**config.mk**
```make
export PLATFORM = sky130hd
export DESIGN_NAME = imem_loader
export DESIGN_NICKNAME = d
export VERILOG_FILES = /design/src/rtl/imem_loader_pkg.sv /design/src/rtl/imem_loader_byte_packer.sv /design/src/rtl/imem_loader.sv
export SDC_FILE = /design/constraint.sdc
export NUM_CORES = 1
export LEC_CHECK = 0
export CORE_AREA = 2 2 92 130
export CTS_BUF_LIST = sky130_fd_sc_hd__clkbuf_8
export DETAILED_ROUTE_END_ITERATION = 6
export DIE_AREA = 0 0 94 132
export GPL_TIMING_DRIVEN = 0
export PLACE_DENSITY = 0.83
export SYNTH_ARGS = -nofsm -noshare
export SYNTH_HDL_FRONTEND = slang
export SYNTH_SLANG_ARGS = --single-unit
```
**constraint.sdc**
```tcl
create_clock -name CLK -period 2.3 [get_ports CLK]
set_input_delay 0.69 -clock CLK [delete_from_list [all_inputs] [get_ports CLK]]
set_output_delay 0.69 -clock CLK [all_outputs]
set_load 0.02 [all_outputs]
```
**src/rtl/imem_loader_pkg.sv**
```systemverilog
// Shared definitions for the instruction-RAM loader: FSM encoding, word geometry
// and the big-endian byte-packing helper.
package imem_loader_pkg;

  typedef enum logic [1:0] {
    ST_IDLE  = 2'd0,
    ST_RECV  = 2'd1,
    ST_WRITE = 2'd2,
    ST_DONE  = 2'd3
  } loader_state_t;

  localparam int BYTES_PER_WORD = 4;
  localparam int BYTE_CNT_W     = $clog2(BYTES_PER_WORD);
  localparam int WORD_W         = 8 * BYTES_PER_WORD;

  // Earlier bytes migrate toward the MSB, so the first byte of a word ends up in [31:24].
  function automatic logic [WORD_W-1:0] pack_byte(input logic [WORD_W-1:0] buf_v,
                                                  input logic [7:0] b);
    return {buf_v[WORD_W-9:0], b};
  endfunction

endpackage

```
**src/rtl/imem_loader_byte_packer.sv**
```systemverilog
// Byte-to-word packer: counts accepted bytes and shifts them into a 32-bit buffer,
// presenting the completed word combinationally alongside the 4th byte's transfer.
module imem_loader_byte_packer
  import imem_loader_pkg::*;
(
  input  logic              clk,
  input  logic              srst,
  input  logic              clear,
  input  logic              byte_valid,
  input  logic              byte_ready,
  input  logic [7:0]        byte_data,
  output logic [WORD_W-1:0] word,
  output logic              word_valid
);

  logic [BYTE_CNT_W-1:0] cnt_reg;
  logic [WORD_W-1:0]     buf_reg;
  logic                  transfer;

  assign transfer   = byte_valid & byte_ready;
  assign word       = pack_byte(buf_reg, byte_data);
  assign word_valid = transfer && (cnt_reg == BYTE_CNT_W'(BYTES_PER_WORD - 1));

  // The counter wraps naturally from 3 back to 0 on the word-completing byte.
  always_ff @(posedge clk) begin
    if (srst || clear) begin
      cnt_reg <= '0;
      buf_reg <= '0;
    end else if (transfer) begin
      cnt_reg <= cnt_reg + BYTE_CNT_W'(1);
      buf_reg <= word;
    end
  end

endmodule

```
**src/rtl/imem_loader.sv**
```systemverilog
// Instruction-RAM loader: packs a serial byte stream into big-endian words, writes them to
// consecutive word addresses and holds the CPU pipeline until a load completes.
module imem_loader
  import imem_loader_pkg::*;
#(
  parameter int ADDR_WIDTH = 10,
  parameter int BASE_ADDR  = 0
) (
  input  logic                  CLK,
  input  logic                  RESET,
  input  logic                  load_start,
  input  logic [ADDR_WIDTH:0]   load_words,
  input  logic                  byte_valid,
  input  logic [7:0]            byte_data,
  output logic                  byte_ready,
  output logic                  imem_we,
  output logic [ADDR_WIDTH-1:0] imem_addr,
  output logic [31:0]           imem_wdata,
  output logic                  cpu_hold,
  output logic                  done,
  output logic                  err,
  output logic [31:0]           checksum
);

  localparam logic [ADDR_WIDTH+1:0] MAX_WORDS =
    (ADDR_WIDTH+2)'((1 << ADDR_WIDTH) - BASE_ADDR);

  loader_state_t state_reg, state_next;

  logic [ADDR_WIDTH:0]   words_reg;
  logic [ADDR_WIDTH:0]   word_cnt_reg;
  logic [ADDR_WIDTH-1:0] addr_reg;
  logic [31:0]           wdata_reg;
  logic [31:0]           checksum_reg;
  logic                  err_reg;

  logic                  start_accept;
  logic                  start_reject;
  logic                  too_big;
  logic                  last_word;
  logic [WORD_W-1:0]     packed_word;
  logic                  word_valid;

  assign too_big   = {1'b0, load_words} > MAX_WORDS;
  assign last_word = (word_cnt_reg + (ADDR_WIDTH+1)'(1)) == words_reg;

  imem_loader_byte_packer u_packer (
    .clk        (CLK),
    .srst       (RESET),
    .clear      (start_accept),
    .byte_valid (byte_valid),
    .byte_ready (byte_ready),
    .byte_data  (byte_data),
    .word       (packed_word),
    .word_valid (word_valid)
  );

  always_ff @(posedge CLK) begin
    if (RESET) begin
      state_reg <= ST_IDLE;
    end else begin
      state_reg <= state_next;
    end
  end

  // A rejected load_start from DONE falls back to IDLE so done never outlives a new request.
  always_comb begin
    state_next   = state_reg;
    start_accept = 1'b0;
    start_reject = 1'b0;
    case (state_reg)
      ST_IDLE, ST_DONE: begin
        if (load_start) begin
          if (too_big) begin
            start_reject = 1'b1;
            state_next   = ST_IDLE;
          end else begin
            start_accept = 1'b1;
            state_next   = (load_words == '0) ? ST_DONE : ST_RECV;
          end
        end
      end
      ST_RECV: begin
        if (word_valid) begin
          state_next = ST_WRITE;
        end
      end
      ST_WRITE: begin
        state_next = last_word ? ST_DONE : ST_RECV;
      end
      default: state_next = ST_IDLE;
    endcase
  end

  always_ff @(posedge CLK) begin
    if (RESET) begin
      words_reg    <= '0;
      word_cnt_reg <= '0;
      addr_reg     <= ADDR_WIDTH'(BASE_ADDR);
      wdata_reg    <= '0;
      checksum_reg <= '0;
      err_reg      <= 1'b0;
    end else begin
      if (start_reject) begin
        err_reg <= 1'b1;
      end
      if (start_accept) begin
        err_reg      <= 1'b0;
        checksum_reg <= '0;
        word_cnt_reg <= '0;
        words_reg    <= load_words;
      end
      // Address and data are latched with the completing byte so they are stable for WRITE.
      if (word_valid) begin
        addr_reg  <= ADDR_WIDTH'(BASE_ADDR) + word_cnt_reg[ADDR_WIDTH-1:0];
        wdata_reg <= packed_word;
      end
      if (state_reg == ST_WRITE) begin
        checksum_reg <= checksum_reg ^ wdata_reg;
        word_cnt_reg <= word_cnt_reg + (ADDR_WIDTH+1)'(1);
      end
    end
  end

  assign byte_ready = (state_reg == ST_RECV);
  assign imem_we    = (state_reg == ST_WRITE);
  assign cpu_hold   = (state_reg != ST_DONE);
  assign done       = (state_reg == ST_DONE);
  assign imem_addr  = addr_reg;
  assign imem_wdata = wdata_reg;
  assign checksum   = checksum_reg;
  assign err        = err_reg;

endmodule

```
==> qor.csv <==
stage;metric;value;unit
timing;clock_skew;8.27;ps
run;drv_cap;0;
setup_path;cp_cell_sequence;clkdlybuf4s15_1, or4_4, or3_4, a21oi_4, or2_1, buf_6, buf_12, buf_12, a311oi_1;
cells_and_area;final_cell_area;0.00702;sq mm
power;power_frac_comb;30.5;%
cts;cts_buffer_depth;2;
global_routing;antenna_found_initial;0;
setup_path;path_class;in -> reg;
synth;ys.flop_type;dfxtp_1;
synth;ys_ff_latch;125;
detailed_routing;post-route-drc-count;0;
place;dpl-instance-area;0.00647;sq mm
floorplan;die_x;94;um
min_path;min-delay-start;imem_addr[4];
setup_path;r2r_cells;7;
power;p_int;3.94;mW
synth;synthArstFlopShare;0;%
power;swShare;33.0;%
synth;yosysSeqAreaShare;47.3;%
place;dpl_worst_slack;-738;ps
synth;synth_edf_count;0;
global_routing;gr-total-overflow;0;
setup_path;r2r-start;word_cnt_reg[1];
timing;drv_slew;0;
synth;synth_nets;670;
outcome;violations;negative setup slack;
setup_path;rr_endpoint;state_reg[1];
power;peakVddDrop;539;uV
timing;setup_slack;-9.26;ps
global_routing;grt_max_degree;17;
timing;finalCriticalPeriod;2310;ps
global_routing;grtUsageTotal;25.4;%
floorplan;die_h;132;um
synth;syn_area;0.00529;sq mm
global_routing;grt_pass1_wl;25.0;mm
cts;root_buffer;clkbuf_8;
power;power;5.89;mW
cts;cts_tree;built;
cells_and_area;drive_gt1_share;8.96;%
timing;relSlewSlack;59.5;%
cells_and_area;fin_cells;925;
detailed_routing;wire_per_inst;16.9;um
floorplan;initial_core_util;47.1;%
min_path;holdPathEnd;imem_addr[4];
power;p_switching;1.94;mW
power;power.leakage;2.37;nW
synth;syn_inst;642;
detailed_routing;routed_via_density;5.62;
timing;hold_viol_final;0;
cells_and_area;final_nets;796;
cells_and_area;fill_cells;954;
power;pwr-share-seq;38.9;%
setup_path;worstPathRequired;2590;ps
place;routabilityCongestion;0.861;
outcome;status;complete, but fails checks;
detailed_routing;wl;15.6;mm
cts;clk_latency;440;ps
setup_path;path_delay_family;simple AND/OR/NAND/NOR gates;
floorplan;rows;46;
setup_path;cp-end-kind;flip-flop;
place;place_hpwl;11.2;mm
detailed_routing;ant_nets;0;
detailed_routing;dr.first_iter.drc_count;338;
cts;numClockSinks;125;
timing;tightest_slew;608;ps
cts;clk_pin_slew_worst_paths;70;ps
setup_path;critPathLaunchType;input pin;
setup_path;cp_max_fo;8;
power;p_clk_share;30.6;%
synth;ys_warn_count;0;
floorplan;dieArea;0.0124;sq mm
timing;holdWs;454;ps
cts;numCtsBuffers;17;
setup_path;slowest_stage;or4_4;
synth;ys_types;45;
place;io_buffers;100;
detailed_routing;dr_total_vias;5199;
cells_and_area;diodes;0;
setup_path;reg2reg_slack;70;ps
synth;synth_area_per_cell;8.24;sq um
setup_path;cpPeakStageDelay;570;ps
setup_path;path_common_cell;buf_12;
min_path;min_path_cells;2;
cts;ctsHoldBuffers;0;
setup_path;cp_num_buf_inv;4;
timing;period_share;100;%
cells_and_area;area_delta_synth_final;32.7;%
power;powerDensity;838;mW/mm^2
timing;finalSetupViolations;2;
detailed_routing;first_pass_iters;5;
cts;htree_levels;4;
setup_path;arrival;2600;ps
global_routing;grt_pass1_vias;5114;
floorplan;ios;102;
floorplan;fp.coreArea;0.0112;sq mm
place;dp.cells;886;
timing;fmax;433;MHz
min_path;hp-class;reg -> reg;
==> logic make-up (layout without fill, tap and decap cells) <==
group                      count (synthesis)  in the layout  share of synthesized area (%)
and+or+nand+nor                          256            256                           23.0
AOI/OAI and AO/OA                        171            171                           18.9
DFF                                      125            125                           47.3
buffers and inverters                     59            198                           4.97
xor gates and xnor gates                  14             14                           2.32
muxes                                     12             12                           2.27
adders and majority gates                  5              5                           1.18
==> power by group through the flow <==
stage / registers (mW) / clock network [mW] / logic [mW]
6_report: 2.29 / 1.80 / 1.79
3_5_place_dp: 2.34 / 0 / 1.47
2_1_floorplan: 2.33 / 0 / 1.02
3_3_place_gp: 2.33 / 0 / 1.41
4_1_cts: 2.29 / 1.81 / 1.72
5_1_grt: 2.30 / 1.91 / 1.92
==> cell usage in the layout, fill, tap and decap left out, types with 7 or more instances in the layout <==
cell type / Yosys / layout
mux2i_1: 12 / 11
xnor2_1: 10 / 10
nand2_1: 148 / 148
inv_1: 6 / 9
nand3b_1: 23 / 23
nor2_1: 22 / 22
clkbuf_1: 46 / 34
clkbuf_8: 0 / 22
o21ai_0: 23 / 23
a311oi_1: 17 / 15
nand2b_1: 14 / 14
clkbuf_2: 0 / 12
clkdlybuf4s50_1: 0 / 88
dfxtp_1: 125 / 125
dlygate4sd2_1: 0 / 7
a21oi_1: 107 / 106
nor2b_1: 23 / 23
==> metal layers <==
| layer | wire length, um | GRT usage (%) |
|---|---|---|
| met1 | 5920 | 28.0 |
| met5 | 0 | 0 |
| met2 | 8080 | 44.3 |
| met3 | 969 | 6.98 |
| met4 | 637 | 12.3 |
==> cells in the mapped netlist, types with 2 or more instances <==
library cell / instances / area (sq um)
xor2_1: 4 / 35.0
ha_1: 5 / 62.6
and3_1: 2 / 12.5
xnor2_1: 10 / 87.6
or2_2: 3 / 18.8
nand2_1: 148 / 556
nand4_1: 2 / 12.5
a41oi_1: 3 / 26.3
a311oi_1: 17 / 149
inv_1: 6 / 22.5
nand3_1: 7 / 35.0
a31oi_1: 4 / 25.0
o211ai_1: 2 / 15.0
o21ai_0: 23 / 115
and4_1: 3 / 26.3
nand2b_1: 14 / 87.6
nor2_1: 22 / 82.6
clkbuf_1: 46 / 173
nand3b_1: 23 / 173
or4_1: 2 / 15.0
buf_6: 5 / 56.3
dfxtp_1: 125 / 2500
nor2b_1: 23 / 144
a21oi_1: 107 / 536
mux2i_1: 12 / 120
and2_1: 2 / 12.5
a211oi_1: 4 / 30.0
==> tightest hold or removal path: cells and delay by family, from the launching register on <==
family,cells,cell delay [ps]
flops,1,310
simple gates,1,50
compound gates,1,50
==> area by class of cell <==
cell class                      count  area, sq um  area share, %
Buffer                             53          279           3.97
Clock buffer                       22          303           4.31
Clock inverter                     10         71.3           1.02
Inverter                            6         22.5          0.321
Multi-Input combinational cell    458         2560           36.4
Sequential cell                   125         2500           35.6
Tap cell                          144          180           2.57
Timing Repair Buffer              107         1110           15.8
==> how the worst max path moves through the flow <==
stage	from	endpoint	slack, ps	cells after the start
2_1_floorplan	load_words[6]	word_cnt_reg[3]	-30	7
3_3_place_gp	load_words[0]	word_cnt_reg[10]	-720	8
3_5_place_dp	load_words[0]	word_cnt_reg[4]	-740	8
4_1_cts	load_words[2]	checksum[27]	3	9
5_1_grt	load_words[8]	word_cnt_reg[10]	-30	9
6_report	load_words[8]	checksum[27]	-9	9
==> metrics by stage <==
stage	util [%]	setup TNS [ps]
floorplan	-	-284
detailed placement	57.7	-52520
finish	62.6	-15.0
CTS	62.1	0
global route	62.6	-160
global placement	57.7	-49420
==> what timing repair did <==
| action | in CTS | in global routing |
|---|---|---|
| endpoints found under the hold margin | 0 | 0 |
| setup endpoints to repair | 80 | 94 |
| setup buffers | 5 | 1 |
| pin swaps | 5 | 5 |
| gates cloned | 1 | 0 |
| resized for setup | 23 | 34 |
Note: power is estimated with default switching activity, not from simulation.
